$ cat src/rtl/npu_loader.sv
`default_nettype none
// ============================================================================
//  Module      : npu_loader
//  Description : Streams image, conv-weight, fc2-weight and fc1-weight words
//                into the NPU host write port. It interleaves the conv
//                trigger/next control writes with fixed idle windows and the
//                per-group fc1 strobes. The sequence ends with a one-cycle
//                done pulse.
//                Optional feature: define NPU_LOADER_CHKSUM_EN to enable the
//                running XOR checksum of accepted words. When it is not
//                defined, chksum is tied to zero.
//  Revision    : 1.0 - initial release
// ============================================================================
module npu_loader #(
    parameter int IMG_WORDS  = 60,
    parameter int WC_WORDS   = 3,
    parameter int FC2_WORDS  = 3,
    parameter int FC1_GROUPS = 330,
    parameter int CONV_WAIT  = 256
) (
    input  logic        clk,
    input  logic        rst_ni,
    input  logic        start,
    input  logic        abort,
    input  logic        s_valid,
    input  logic [31:0] s_data,
    output logic        s_ready,
    output logic        ena,
    output logic        wea,
    output logic [15:0] addra,
    output logic [31:0] dina,
    output logic        busy,
    output logic        done,
    output logic [31:0] chksum
);

    // One counter serves the word phases and the idle window. It is at least
    // 12 bits wide so that it can drive idx directly.
    localparam int c_MAX_A  = (IMG_WORDS > CONV_WAIT) ? IMG_WORDS : CONV_WAIT;
    localparam int c_MAX_B  = (c_MAX_A > WC_WORDS) ? c_MAX_A : WC_WORDS;
    localparam int c_MAX    = (c_MAX_B > FC2_WORDS) ? c_MAX_B : FC2_WORDS;
    localparam int c_CW_RAW = $clog2(c_MAX + 1);
    localparam int c_CW     = (c_CW_RAW > 12) ? c_CW_RAW : 12;
    localparam int c_GW     = $clog2(FC1_GROUPS + 1);

    localparam logic [2:0] c_SEL_IMG = 3'b001;
    localparam logic [2:0] c_SEL_WC  = 3'b010;
    localparam logic [2:0] c_SEL_FC2 = 3'b100;
    localparam logic [2:0] c_SEL_FC1 = 3'b011;
    localparam logic [2:0] c_SEL_CTL = 3'b101;

    typedef enum logic [3:0] {
        ST_IDLE  = 4'd0,
        ST_IMG   = 4'd1,
        ST_WC    = 4'd2,
        ST_FC2   = 4'd3,
        ST_TRIG  = 4'd4,
        ST_WAIT  = 4'd5,
        ST_NEXT  = 4'd6,
        ST_FC1_W = 4'd7,
        ST_FC1_S = 4'd8,
        ST_FC1_N = 4'd9,
        ST_DONE  = 4'd10
    } state_t;

    state_t            r_state;
    logic [c_CW-1:0]   r_cnt;
    logic [c_GW-1:0]   r_grp;
    logic              r_layer;   // 0: conv1 in progress, 1: conv2 in progress
    logic              r_ena;
    logic              r_wea;
    logic [15:0]       r_addra;
    logic [31:0]       r_dina;
    logic              r_busy;
    logic              r_done;

    logic              w_data_st;
    logic              w_accept;
    logic [2:0]        w_sel;
    logic [c_CW-1:0]   w_last;
    state_t            w_next;

    assign w_data_st = (r_state == ST_IMG) || (r_state == ST_WC) ||
                       (r_state == ST_FC2) || (r_state == ST_FC1_W);
    // abort masks ready so that a beat offered in the abort cycle is refused
    assign s_ready   = w_data_st && !abort;
    assign w_accept  = s_valid && s_ready;

    // Per-phase select, last word index and successor for the bulk word phases
    always_comb begin
        w_sel  = c_SEL_IMG;
        w_last = c_CW'(IMG_WORDS - 1);
        w_next = ST_WC;
        case (r_state)
            ST_WC: begin
                w_sel  = c_SEL_WC;
                w_last = c_CW'(WC_WORDS - 1);
                w_next = ST_FC2;
            end
            ST_FC2: begin
                w_sel  = c_SEL_FC2;
                w_last = c_CW'(FC2_WORDS - 1);
                w_next = ST_TRIG;
            end
            default: begin
                w_sel  = c_SEL_IMG;
                w_last = c_CW'(IMG_WORDS - 1);
                w_next = ST_WC;
            end
        endcase
    end

    // Sequencer: state, counters and registered write-port/status outputs
    always_ff @(posedge clk or negedge rst_ni) begin
        if (!rst_ni) begin
            r_state <= ST_IDLE;
            r_cnt   <= '0;
            r_grp   <= '0;
            r_layer <= 1'b0;
            r_ena   <= 1'b0;
            r_wea   <= 1'b0;
            r_addra <= 16'd0;
            r_dina  <= 32'd0;
            r_busy  <= 1'b0;
            r_done  <= 1'b0;
        end else begin
            r_ena  <= 1'b0;
            r_wea  <= 1'b0;
            r_done <= 1'b0;
            if (r_state != ST_IDLE && abort) begin
                r_state <= ST_IDLE;
                r_busy  <= 1'b0;
                r_cnt   <= '0;
                r_grp   <= '0;
                r_layer <= 1'b0;
            end else begin
                case (r_state)
                    ST_IDLE: begin
                        if (start) begin
                            r_state <= ST_IMG;
                            r_busy  <= 1'b1;
                            r_cnt   <= '0;
                            r_grp   <= '0;
                            r_layer <= 1'b0;
                        end
                    end
                    ST_IMG, ST_WC, ST_FC2: begin
                        if (w_accept) begin
                            r_ena   <= 1'b1;
                            r_wea   <= 1'b1;
                            r_addra <= {1'b0, w_sel, r_cnt[11:0]};
                            r_dina  <= s_data;
                            if (r_cnt == w_last) begin
                                r_cnt   <= '0;
                                r_state <= w_next;
                            end else begin
                                r_cnt <= r_cnt + 1'b1;
                            end
                        end
                    end
                    ST_TRIG: begin
                        r_ena   <= 1'b1;
                        r_wea   <= 1'b1;
                        r_addra <= {1'b0, c_SEL_CTL, 12'd0};
                        r_dina  <= 32'h1;
                        r_cnt   <= '0;
                        r_state <= ST_WAIT;
                    end
                    ST_WAIT: begin
                        if (r_cnt == c_CW'(CONV_WAIT - 1)) begin
                            r_cnt   <= '0;
                            r_state <= ST_NEXT;
                        end else begin
                            r_cnt <= r_cnt + 1'b1;
                        end
                    end
                    ST_NEXT: begin
                        r_ena   <= 1'b1;
                        r_wea   <= 1'b1;
                        r_addra <= {1'b0, c_SEL_CTL, 12'd0};
                        r_dina  <= 32'h8;
                        if (!r_layer) begin
                            r_layer <= 1'b1;
                            r_state <= ST_TRIG;
                        end else begin
                            r_state <= ST_FC1_W;
                        end
                    end
                    ST_FC1_W: begin
                        if (w_accept) begin
                            r_ena   <= 1'b1;
                            r_wea   <= 1'b1;
                            r_addra <= {1'b0, c_SEL_FC1, 12'd0};
                            r_dina  <= s_data;
                            r_state <= ST_FC1_S;
                        end
                    end
                    ST_FC1_S: begin
                        r_ena   <= 1'b1;
                        r_wea   <= 1'b1;
                        r_addra <= {1'b0, c_SEL_CTL, 12'd2};
                        r_dina  <= 32'd0;
                        r_state <= ST_FC1_N;
                    end
                    ST_FC1_N: begin
                        r_ena   <= 1'b1;
                        r_wea   <= 1'b1;
                        r_addra <= {1'b0, c_SEL_CTL, 12'd3};
                        r_dina  <= 32'd0;
                        if (r_grp == c_GW'(FC1_GROUPS - 1)) begin
                            r_grp   <= '0;
                            r_state <= ST_DONE;
                            r_done  <= 1'b1;
                            r_busy  <= 1'b0;
                        end else begin
                            r_grp   <= r_grp + 1'b1;
                            r_state <= ST_FC1_W;
                        end
                    end
                    ST_DONE: begin
                        r_state <= ST_IDLE;
                    end
                    default: begin
                        r_state <= ST_IDLE;
                    end
                endcase
            end
        end
    end

    assign ena   = r_ena;
    assign wea   = r_wea;
    assign addra = r_addra;
    assign dina  = r_dina;
    assign busy  = r_busy;
    assign done  = r_done;

`ifdef NPU_LOADER_CHKSUM_EN
    logic [31:0] r_chksum;

    // Running XOR of accepted words, restarted by each accepted start
    always_ff @(posedge clk or negedge rst_ni) begin
        if (!rst_ni) begin
            r_chksum <= 32'd0;
        end else if (r_state == ST_IDLE && start) begin
            r_chksum <= 32'd0;
        end else if (w_accept) begin
            r_chksum <= r_chksum ^ s_data;
        end
    end

    assign chksum = r_chksum;
`else
    assign chksum = 32'd0;
`endif

endmodule
`default_nettype wire

$ cat config.mk
export PLATFORM = sky130hd
export DESIGN_NAME = npu_loader
export DESIGN_NICKNAME = d
export VERILOG_FILES = /design/src/rtl/npu_loader.sv
export SDC_FILE = /design/constraint.sdc
export NUM_CORES = 1
export LEC_CHECK = 0
export ABC_AREA = 1
export BUFFER_PORTS_ARGS = -buffer_cell sky130_fd_sc_hd__buf_4
export CORE_MARGIN = 2
export CORE_UTILIZATION = 47
export CTS_CLUSTER_SIZE = 28
export DETAILED_ROUTE_END_ITERATION = 8
export PLACE_DENSITY = 0.77
export SLEW_MARGIN = 30
export SYNTH_ARGS = -nofsm -noshare
export SYNTH_HDL_FRONTEND = slang
export SYNTH_SLANG_ARGS = --single-unit
$ cat constraint.sdc
create_clock -name clk -period 1.7 [get_ports clk]
set_input_delay 0.17 -clock clk [delete_from_list [all_inputs] [get_ports clk]]
set_output_delay 0.17 -clock clk [all_outputs]
set_load 0.02 [all_outputs]
======== Word level (Yosys, flattened, before mapping) ========
Cells that the tools add are included.
operators by class
  $mul .................................... 0
  add/subtract/negate cells ............... 2
  equal/unequal tests ..................... 21
  magnitude comparators ................... 0
  bitwise logic cells ..................... 1
  muxes and demuxes ....................... 40
  shifts and indexed selects .............. 0
  divide/modulo/power cells ............... 0
  reductions and logical operators ........ 27
operators with widths
  operator                                              count
  case mux 32 bit (4 select lines)                      1
  case mux 16 bit (5 select lines)                      1
  two-way mux 12 bit                                    5
  case mux 12 bit (4 select lines)                      1
  two-way mux 16 bit                                    2
  two-way mux 32 bit                                    1
  case mux 4 bit (8 select lines)                       1
  two-way mux 4 bit                                     7
  two-way mux 9 bit                                     3
  case mux 9 bit (2 select lines)                       1
  equality test 4 x 3 -> 1 bit, second input constant   4
  inequality test 3 bit, second input constant          5
  adder 12 x 1 -> 12 bit, second input constant         1
  equality test 12 bit                                  1
  equality test 12 x 8 -> 1 bit, second input constant  1
  case mux 3 bit (2 select lines)                       2
  two-way mux 1 bit                                     10
  nonzero test 5 bit                                    2
  adder 9 x 1 -> 9 bit, second input constant           1
  equality test 9 bit, second input constant            1
  AND reduction 3 bit                                   3
  equality test 4 x 2 -> 1 bit, second input constant   2
  equality test 4 bit, second input constant            2
  nonzero test 4 bit                                    2
  other kinds (19)                                      31
storage, ports and cells
  latch bits .............................. 0
  bits of input ports ..................... 37
  logic and storage cells ................. 100
  bits in registers ....................... 77
  ROM bits ................................ 0
  memories kept ........................... 0
  RAM bits ................................ 0
  output and inout bits ................... 85

======== Depth between registers and ports, before layout ========
Gate-level depths: netlist of run 1.
  depth in word-level cells ............... 9
  mapped depth ............................ 12

======== Least setup slack after synthesis of run 1 ========
OpenSTA, ideal clock, no wires.
  path kind ............................... flip-flop to flip-flop
  from .................................... register r_cnt[0]
  to ...................................... register r_cnt[4]
  cell stages (with the launch flop) ...... 11
  path buffers ............................ 0
  clock period less this slack ............ 1.661 ns
  required time ........................... 1.581 ns
  setup time .............................. 0.119 ns
  slack ................................... 0.039 ns
  data arrival time ....................... 1.542 ns
  cell sequence ........................... dfrtp_1 ha_1 nand2_1 nor2_1 nand3b_1 nand2_1 nand2_1 nand2_1 nand2_1 nand2_1 nor2_1
on the way
  word-level cells in the longest chain between the ends .. 5
  elaborated cells on any way between the ends .. 8
RTL lines
  element                                                                RTL line       source
  from (decl)                                                            67             logic [c_CW-1:0] r_cnt;
  from (signal assigned)                                                 157            r_cnt <= r_cnt + 1'b1;
  from (signal assigned)                                                 174            r_cnt <= r_cnt + 1'b1;
  adder 12 x 1 -> 12 bit / equality test 12 bit (equally long branches)  157, 174, 153
  two-way mux 12 bit                                                     153            if (r_cnt == w_last) begin
  two-way mux 12 bit                                                     148            if (w_accept) begin
  case mux 12 bit (4 select lines) (*)                                   137            case (r_state)
  two-way mux 12 bit (*)                                                 130            if (r_state != ST_IDLE && abort) begin
Mark *: on every way between the ends. The rest lies on a longest branch, timed or not. The select of a mux whose other input is x is not followed.
A chain may end at the register's enable or synchronous reset.

======== Worst setup path after layout of run 1 ========
  from .................................... register r_state[3]
  to ...................................... output s_ready
on the way
  word-level cells in the longest chain between the ends .. 5
  elaborated cells on any way between the ends .. 8
RTL lines
  element                                                                              RTL line  source
  from (decl)                                                                          66        state_t r_state;
  from (signal assigned)                                                               155       r_state <= w_next;
  equality test 4 x 1 -> 1 bit / equality test 4 x 2 -> 1 bit (equally long branches)  83        assign w_data_st = (r_state == ST_IMG) || (r_state == ST_WC) ||
  logical OR 1 bit (2 in a row)                                                        83
  logical OR 1 bit (*)                                                                 84        (r_state == ST_FC2) || (r_state == ST_FC1_W);
  logical AND 1 bit (*)                                                                86        assign s_ready = w_data_st && !abort;
  to (decl)                                                                            27        output logic s_ready,
Mark *: on every way between the ends. The rest lies on a longest branch, timed or not.

==> results.ini, run 1 <==
[final_layout]
area_growth_pct=38.6
ant_diodes=0
most_frequent_standard_cell_in_the_layout_excluding_fill_and_tap_cells=sky130_fd_sc_hd__nand2_1
finalNetCount=722
finished_layout_cells=795
commonest_cells_after_routing_fill_and_taps_aside=sky130_fd_sc_hd__nand2_1, sky130_fd_sc_hd__buf_4, sky130_fd_sc_hd__nand3_1
fraction_of_layout_instances_using_a_drive_strength_above_1_pct=31.9

[clock_network]
htree_num_levels=3
clock_latency_ns=0.35
cts.path.max_buffers=2
tritoncts_num_sinks=76
clock_tree_from_tritoncts=done
clkSlewWorstSetupHoldPaths_ns=0.08
cts_buffers=9
cts-root-buf=sky130_fd_sc_hd__clkbuf_8

[placed_design]
place.port_buffers=88
placed_cells=758
gpl_wtd_cong=0.952
dp_hpwl_um=7540

[logic_synthesis]
yosysUniqueCellTypes=34
yosys.area.top_type_share_pct=46.5
post_synth_main_area_contributors=sky130_fd_sc_hd__dfrtp_1, sky130_fd_sc_hd__nand2_1, sky130_fd_sc_hd__nand3_1, sky130_fd_sc_hd__buf_4, sky130_fd_sc_hd__inv_1
synth_sequential_area_ratio_pct=46.5
synthDominantAreaCellType=sky130_fd_sc_hd__dfrtp_1
ys_seq_elements=76
synthesis.instances=530
synthesis.yosys.warnings=0
postSynthAreaPerCell_um2=7.72
synth.cell_area_um2=4090

[route]
drc=0
drt_pass1_iterations=6
drt-total-wl_um=11000
routedWlPerCell_um=13.8
dr.first_iter.drc_count=240
vias=4032
post_drt_via_cell_ratio=5.07
detail-route-antenna-nets=0

[status]
failing_checks=negative setup slack
status=finished, violations left

[power_and_ir_drop]
static-leakage-power_nw=3.05
power.ir.vdd_worst_v=0.000796
powerDensity_nw_per_um2=1600
total_chip_power_w=0.00905

[global_routing]
overflow=0
grt_antenna_before_repair=0
grt_use_total_pct=21.9
first_global_vias=3672
pin_count_of_the_biggest_net_entering_global_routing=40
first_pass_grt_wire_length_um=17000

[setup_path]
timing.critical_path.arrival_ns=1.53
critPathCaptureType=output pin
critPathLaunchType=flop
timing.rr.end=r_state[0]
setup.reg_to_reg.worst_slack_ns=-0.002
criticalPathCategory=reg -> out
timing.critical_path.fanout_max=5
rr_worst_depth=11
worst_r2r_startpoint=r_state[0]
data_required_time_at_the_worst_endpoint_ns=1.53

[floorplanning]
starting_density_pct=47.6
core.rowCount=34
design.portCount=122
die_area_um2=9470
die_height_um=97.3
placeableCoreArea_um2=8590
die_w_um=97.3

[timing]
finalSetupViolations=2
rsz_0062_raised_after_global_routing=true
clock_skew_ns=0.00881
finalCritPeriodShare_pct=100
max_freq_ghz=0.588
post-route-min-period_ns=1.70
worst_setup_slack_after_layout_ns=-0.00178
final-max-slew-violation-count=0
final-hold-violation-count=0

[worst_hold_path]
worstHoldStart=s_data[13]
hold_path_class=in -> reg
whs_path_depth=3
whs_endpoint=dina[13]

[run]
maxCapViolations=0

-- synth_stat cells --
master and number:
sky130_fd_sc_hd__a21oi_1 19, sky130_fd_sc_hd__a22o_1 1, sky130_fd_sc_hd__a31oi_1 1, sky130_fd_sc_hd__buf_2 7, sky130_fd_sc_hd__buf_4 38, sky130_fd_sc_hd__buf_6 1, sky130_fd_sc_hd__clkbuf_1 5, sky130_fd_sc_hd__conb_1 1
sky130_fd_sc_hd__dfrtp_1 76, sky130_fd_sc_hd__ha_1 3, sky130_fd_sc_hd__inv_1 39, sky130_fd_sc_hd__inv_2 5, sky130_fd_sc_hd__mux2i_1 1, sky130_fd_sc_hd__nand2_1 165, sky130_fd_sc_hd__nand2_2 3, sky130_fd_sc_hd__nand2_4 1
sky130_fd_sc_hd__nand3_1 77, sky130_fd_sc_hd__nand3_2 2, sky130_fd_sc_hd__nand3b_1 1, sky130_fd_sc_hd__nand4_1 10, sky130_fd_sc_hd__nor2_1 30, sky130_fd_sc_hd__nor2_2 2, sky130_fd_sc_hd__nor2_4 1, sky130_fd_sc_hd__nor2_8 1
sky130_fd_sc_hd__nor3_1 9, sky130_fd_sc_hd__o211ai_1 1, sky130_fd_sc_hd__o21a_1 1, sky130_fd_sc_hd__o21ai_0 14, sky130_fd_sc_hd__o21ai_1 7, sky130_fd_sc_hd__o21ai_2 1, sky130_fd_sc_hd__o22ai_1 1, sky130_fd_sc_hd__o32ai_1 1
sky130_fd_sc_hd__xnor2_1 1, sky130_fd_sc_hd__xor2_1 4
-- how the worst max path moves through the flow --
stage,from,to,cells past startpoint,slack [ns]
floorplan,r_cnt[0],r_cnt[4],10,0.04
global placement,r_state[0],r_cnt[2],12,0.01
detailed placement,r_state[0],r_cnt[4],12,-0.06
CTS,r_state[2],dina[11],8,0.0004
global route,r_state[0],r_state[0],11,-0.13
finish,r_state[3],s_ready,5,-0.002
-- logic make-up (layout without fill, tap and decap cells) --
kind of cell,after synthesis,in the layout,share of synthesized area (%)
AOI/OAI and AO/OA,47,47,6.21
xor gates and xnor gates,5,5,1.07
adders and majority gates,3,3,0.917
buffers and inverters,95,220,12.6
DFF,76,76,46.5
muxes,1,1,0.245
other,1,33,0.0916
and+or+nand+nor,302,302,32.4
-- metal layers --
metal  global-route usage (%)  vias up  routed length [um]
li1                         -     1954                   -
met5                        0        -                   0
met3                     3.09       43                 674
met4                     10.4        0                 423
met1                     30.2     1861                4620
met2                     34.6      174                5240
-- metrics by stage --
step	setup slack (ns)	util, %	hold WS, ns	setup TNS (ns)	area (um^2)
6_report	-0.00178	66.0	0.0323	-0.00331	5670
5_1_grt	-0.129	66.0	0.0359	-3.81	5670
4_1_cts	0.000431	62.4	0.0237	0	5360
3_5_place_dp	-0.0564	59.0	0.102	-0.796	5070
3_3_place_gp	0.0130	59.0	0.0917	0	5070
2_1_floorplan	0.0387	-	-0.126	0	4210
-- what timing repair did --
action                                  in CTS  in global routing
pin swaps                                    1                 15
gates resized for setup                      7                 41
hold buffers                                 1                  0
endpoints found under the setup margin      59                 66
setup buffers                                1                 16
endpoints found under the hold margin       23                  0
gates cloned                                 0                  3
-- worst max-delay path, stage by stage, from the launching register on --
cell,delay [ns]
sky130_fd_sc_hd__dfrtp_2,0.45
sky130_fd_sc_hd__nor2_4,0.20
sky130_fd_sc_hd__nand2_4,0.09
sky130_fd_sc_hd__buf_4,0.17
sky130_fd_sc_hd__a21oi_2,0.13
sky130_fd_sc_hd__buf_4,0.15
-- power breakdown --
part / leakage [nW] / switching (W) / internal (W)
combinational: 1.91 / 0.00279 / 0.00202
sequential: 1.02 / 0.000234 / 0.00219
clock: 0.127 / 0.000690 / 0.00113
-- registers in the layout, indices dropped and copies added (netlist names) --
signal and flops:
dina 32, addra 15, r_cnt 12, r_grp 9
r_state 4, busy 1, done 1, r_layer 1
wea 1
-- cell type report --
cell class	instances	area [um^2]
Inverter	44	170
Sequential cell	76	1910
Clock inverter	6	136
Fill cell	695	2920
Tap cell	108	135
Multi-Input combinational cell	391	1890
Timing Repair Buffer	160	1310
Clock buffer	10	128
(Power assumes the default switching activity.)
==> run 2: changes to the inputs <==
CORE_UTILIZATION = 45   (was 47)
CTS_BUF_LIST = sky130_fd_sc_hd__clkbuf_4 sky130_fd_sc_hd__clkbuf_8   (was not set)
PLACE_DENSITY = 0.74   (was 0.77)
==> results.ini, run 2 (synthesis gave the netlist of run 1 again) <==
[status]
status=finished, violations left
failing_checks=negative setup slack

[final_layout]
area_growth_pct=36.1
stdcell_area_um2=5570
most_frequent_standard_cell_in_the_layout_excluding_fill_and_tap_cells=sky130_fd_sc_hd__nand2_1
commonest_cells_after_routing_fill_and_taps_aside=sky130_fd_sc_hd__nand2_1, sky130_fd_sc_hd__buf_4, sky130_fd_sc_hd__nand3_1
finalNetCount=709
ant_diodes=0
nFillCells=730
largest_register_ff_count=32
fraction_of_layout_instances_using_a_drive_strength_above_1_pct=29.8
finished_layout_cells=782

[clock_network]
clock_latency_ns=0.35
cts.path.max_buffers=2
tritoncts_num_sinks=76
clock_tree_from_tritoncts=done
htree_num_levels=3
clkSlewWorstSetupHoldPaths_ns=0.08
cts_buffers=9
cts-root-buf=sky130_fd_sc_hd__clkbuf_8

[setup_path]
timing.critical_path.arrival_ns=2.00
critPathLaunchType=flop
criticalPathCategory=reg -> reg
critPathCaptureType=flop
timing.critical_path.fanout_max=15
data_required_time_at_the_worst_endpoint_ns=1.94

[floorplanning]
core.rowCount=34
die_w_um=99.4
die_height_um=99.4
design.portCount=122
starting_density_pct=46.7
die_area_um2=9870
placeableCoreArea_um2=8760

[global_routing]
first_pass_grt_wire_length_um=17000
grt_use_total_pct=21.1
overflow=0
pin_count_of_the_biggest_net_entering_global_routing=41
first_global_vias=3581
grt_antenna_before_repair=0

[timing]
finalSetupViolations=53
post-route-min-period_ns=1.76
worst_setup_slack_after_layout_ns=-0.0618
relSlewSlack_pct=65.3
max_freq_ghz=0.568
final-max-slew-violation-count=0
rsz_0062_raised_after_global_routing=true
clock_skew_ns=0.00890
final-hold-violation-count=0
finalCritPeriodShare_pct=104
max_slew.worst_pin.slew_ns=0.521

[run]
maxCapViolations=0

[route]
routedWlPerCell_um=13.7
drc=0
drt-total-wl_um=10700
drt_pass1_iterations=5
dr.first_iter.drc_count=215
post_drt_via_cell_ratio=5.01
vias=3914
detail-route-antenna-nets=0

[power_and_ir_drop]
power_switching_share_pct=42.4
combPwrFrac_pct=53.5
seq_power_share_pct=28.2
power.share.clock_pct=18.3
static-leakage-power_nw=2.97
power.ir.vdd_worst_v=0.000810
powerDensity_nw_per_um2=1550
power_report.internal_total_w=0.00499
p_switching_w=0.00367

[placed_design]
placed_cells=752
place.port_buffers=88
detailed_place.area_um2=5060
gpl_wtd_cong=0.920
dp_hpwl_um=7620

[worst_hold_path]
hold_path_class=in -> reg

## run 2: cell types whose count changed in the layout (fill, tap and decap cells not counted), moves of 3 or more
cell,previous run,this run
sky130_fd_sc_hd__inv_2,9,6
sky130_fd_sc_hd__buf_4,147,136
sky130_fd_sc_hd__nor2_2,5,2
sky130_fd_sc_hd__a21oi_1,16,19
sky130_fd_sc_hd__a21oi_2,3,0
sky130_fd_sc_hd__buf_6,6,3
sky130_fd_sc_hd__o21ai_0,10,13
sky130_fd_sc_hd__inv_4,0,3
## run 2: final cells by class
cell class | instances | area [um^2] | share of cell area (%)
clock buffer | 11 | 145 | 2.60
clock inverter | 5 | 85.1 | 1.53
inverter | 44 | 176 | 3.17
multi-input combinational | 391 | 1910 | 34.3
sequential | 76 | 1910 | 34.2
tap | 108 | 135 | 2.43
timing repair buffer | 147 | 1210 | 21.8
## run 2: repair_timing
action / 4_1_cts / 5_1_grt
endpoints found under the hold margin: 38 / 0
gates resized for setup: 7 / 34
pin swaps: 2 / 14
buffers inserted: 1 / 10
gates cloned: 0 / 2
hold buffers: 1 / 0
setup endpoints to repair: 62 / 68
## run 2: routing by layer
layer	share of wire [%]	up-vias	global-route usage [%]
met5	0	-	0
met4	0.91	0	7.59
met3	6.2	8	3.30
met2	51	127	35.0
met1	42	1846	28.2
li1	-	1933	-
## run 2: worst paths after layout
| kind | slack (ns) | from | cells past startpoint | end |
|---|---|---|---|---|
| max | -0.06 | r_state[3] | 10 | dina[5] |
| min | 0.04 | s_data[13] | 3 | dina[13] |
| max reg2reg | -0.06 | r_state[3] | 10 | dina[5] |
| min reg2reg | 0.48 | addra[9] | 2 | addra[9] |
| max in group asynchronous | 0.80 | rst_ni | 3 | r_state[3] |
| min in group asynchronous | 0.34 | rst_ni | 2 | dina[16] |
## run 2: power by group through the flow
stage	clock, W	sequential (W)	combinational [W]
2_1_floorplan	0	0.00283	0.00207
3_3_place_gp	0	0.00245	0.00390
3_5_place_dp	0	0.00246	0.00397
4_1_cts	0.00162	0.00242	0.00402
5_1_grt	0.00169	0.00249	0.00503
6_report	0.00158	0.00244	0.00463
## run 2: per-stage QoR
| step | hold slack [ns] | utilization (%) | setup TNS [ns] | total power, W | worst slack (ns) |
|---|---|---|---|---|---|
| CTS | 0.0173 | 60.8 | 0 | 0.00807 | 0.00000377 |
| detailed placement | 0.192 | 57.7 | -1.16 | 0.00643 | -0.0486 |
| finish | 0.0371 | 63.6 | -0.824 | 0.00865 | -0.0618 |
| global route | 0.0272 | 63.6 | -6.55 | 0.00921 | -0.150 |
| global placement | 0.179 | 57.7 | -0.0520 | 0.00635 | -0.0111 |
| floorplan | -0.126 | - | 0 | 0.00490 | 0.0387 |
## run 2: worst max-delay path, stage by stage (launching register included)
cell and delay [ns]:
sky130_fd_sc_hd__dfrtp_2 0.47, sky130_fd_sc_hd__nor2_4 0.19, sky130_fd_sc_hd__buf_4 0.15, sky130_fd_sc_hd__nand3_4 0.09
sky130_fd_sc_hd__nand2_8 0.13, sky130_fd_sc_hd__o21ai_4 0.08, sky130_fd_sc_hd__nor2_8 0.14, sky130_fd_sc_hd__inv_4 0.07
sky130_fd_sc_hd__clkbuf_16 0.18, sky130_fd_sc_hd__nand2_1 0.08, sky130_fd_sc_hd__nand2_1 0.06
==> run 3: changes to the inputs <==
CORE_MARGIN = not set   (was 2)
==> results.ini, run 3 (synthesis gave the netlist of run 1 again) <==
[status]
status=finished, violations left
failing_checks=negative setup slack

[timing]
clock_skew_ns=0.00785
rsz_0062_raised_after_global_routing=true
post-route-min-period_ns=1.76
final-max-slew-violation-count=0
finalSetupViolations=47
finalCritPeriodShare_pct=104
worst_setup_slack_after_layout_ns=-0.0606
final-hold-violation-count=0
max_freq_ghz=0.568
hold-worst-slack_ns=0.0364

[setup_path]
criticalPathCategory=reg -> reg
critPathCaptureType=flop
timing.critical_path.arrival_ns=2.01
data_required_time_at_the_worst_endpoint_ns=1.95
setup.reg_to_reg.worst_slack_ns=-0.06
critPathLaunchType=flop
timing.critical_path.fanout_max=10

[placed_design]
dpl_worst_slack_ns=-0.0779
gpl_wtd_cong=0.987
dp_hpwl_um=7370
placed_cells=753
place.port_buffers=88

[final_layout]
finalCoreUtilization_pct=64.5
finished_layout_cells=785
fraction_of_layout_instances_using_a_drive_strength_above_1_pct=31.6
area_growth_pct=38.2
largest_register_ff_count=32
most_frequent_standard_cell_in_the_layout_excluding_fill_and_tap_cells=sky130_fd_sc_hd__nand2_1
nFillCells=737
final-seq-area_um2=1910
commonest_cells_after_routing_fill_and_taps_aside=sky130_fd_sc_hd__nand2_1, sky130_fd_sc_hd__buf_4, sky130_fd_sc_hd__nand3_1
finalNetCount=713
ant_diodes=0
area_taken_by_multi_input_logic_gates_um2=1940

[route]
post_drt_via_cell_ratio=5.03
routedWlPerCell_um=13.9
drt_pass1_iterations=5
wl_met2_um=5330
highest_metal_layer_with_signal_wires=met4
dr.first_iter.drc_count=330
met1_length_um=4840
drt-total-wl_um=10900
detailroute.wirelength.met3_um=564
vias=3951
drc=0
detail-route-antenna-nets=0

[floorplanning]
die_area_um2=9480
design.portCount=122
die_height_um=97.4
placeableCoreArea_um2=8760
starting_density_pct=46.7
die_w_um=97.4
core.rowCount=34

[run]
maxCapViolations=0

[power_and_ir_drop]
powerDensity_nw_per_um2=1580
seq_power_share_pct=27.2
power_report.internal_total_w=0.00520
static-leakage-power_nw=3.00
p_switching_w=0.00376
power.share.clock_pct=18.6
power_switching_share_pct=41.9
total_chip_power_w=0.00896
combPwrFrac_pct=54.2
power.ir.vdd_worst_v=0.000666

[clock_network]
cts_buffers=9
htree_num_levels=3
cts.path.max_buffers=2
clkSlewWorstSetupHoldPaths_ns=0.08
clock_tree_from_tritoncts=done
tritoncts_num_sinks=76
clock_latency_ns=0.35
cts-root-buf=sky130_fd_sc_hd__clkbuf_8

[worst_hold_path]
hold_path_class=in -> reg

[global_routing]
grt_use_total_pct=21.5
pin_count_of_the_biggest_net_entering_global_routing=77
first_pass_grt_wire_length_um=16600
first_global_vias=3592
grt_antenna_before_repair=0
overflow=0

-- run 3: cell types whose count changed in the layout (fill, tap and decap cells not counted), sizes merged --
cell,previous run,this run
bufinv,2,3
clkbuf,13,12
inv,43,44
clkinv,2,1
buf,144,147
-- run 3: worst max-delay path, cell delays in order, from the launching register on --
cell                        delay [ns]
sky130_fd_sc_hd__dfrtp_2          0.46
sky130_fd_sc_hd__nor2_4           0.24
sky130_fd_sc_hd__nand2_4          0.12
sky130_fd_sc_hd__nand2_8          0.10
sky130_fd_sc_hd__nand3_4          0.08
sky130_fd_sc_hd__nand2_2          0.07
sky130_fd_sc_hd__inv_2            0.06
sky130_fd_sc_hd__nor2_8           0.17
sky130_fd_sc_hd__inv_6            0.07
sky130_fd_sc_hd__clkbuf_16        0.17
sky130_fd_sc_hd__nand2_1          0.06
sky130_fd_sc_hd__nand2_1          0.05
-- run 3: power by group through the flow --
stage / Combinational, W / Clock, W / Sequential [W]
after floorplan: 0.00207 / 0 / 0.00283
after global placement: 0.00383 / 0 / 0.00244
after detailed placement: 0.00390 / 0 / 0.00246
after CTS: 0.00398 / 0.00169 / 0.00243
after global routing: 0.00525 / 0.00177 / 0.00248
final: 0.00486 / 0.00166 / 0.00244
-- run 3: timing repair --
action,4_1_cts,5_1_grt
hold endpoints to repair,76,0
buffers inserted,1,11
setup endpoints to repair,50,71
gates cloned,0,4
gates resized for setup,6,47
pin swaps,2,8
hold buffers,1,0
-- run 3: path summary, 6_finish.rpt --
check | end | from | depth (start not counted)
min reg2reg | addra[7] | addra[7] | 2
min | dina[25] | s_data[25] | 3
max reg2reg | dina[29] | r_state[2] | 11
min in group asynchronous | r_grp[5] | rst_ni | 3
max in group asynchronous | r_state[0] | rst_ni | 3
max | dina[29] | r_state[2] | 11
-- run 3: final cells by class --
class	instances	area share [%]
Tap cell	108	2.39
Multi-Input combinational cell	391	34.2
Timing Repair Buffer	151	22.4
Inverter	44	3.05
Clock inverter	6	2.01
Clock buffer	9	2.19
Sequential cell	76	33.7
-- run 3: stage by stage --
step | cell area, um^2 | TNS (ns)
floorplan | 4210 | 0
global placement | 5040 | -0.991
detailed placement | 5040 | -1.61
CTS | 5320 | 0
global route | 5660 | -7.59
finish | 5660 | -1.66
-- run 3: layer usage --
layer	GRT usage, %	up-vias
met1	28.4	1866
li1	-	1927
met5	0	-
met4	5.54	0
met2	36.1	141
met3	4.39	17
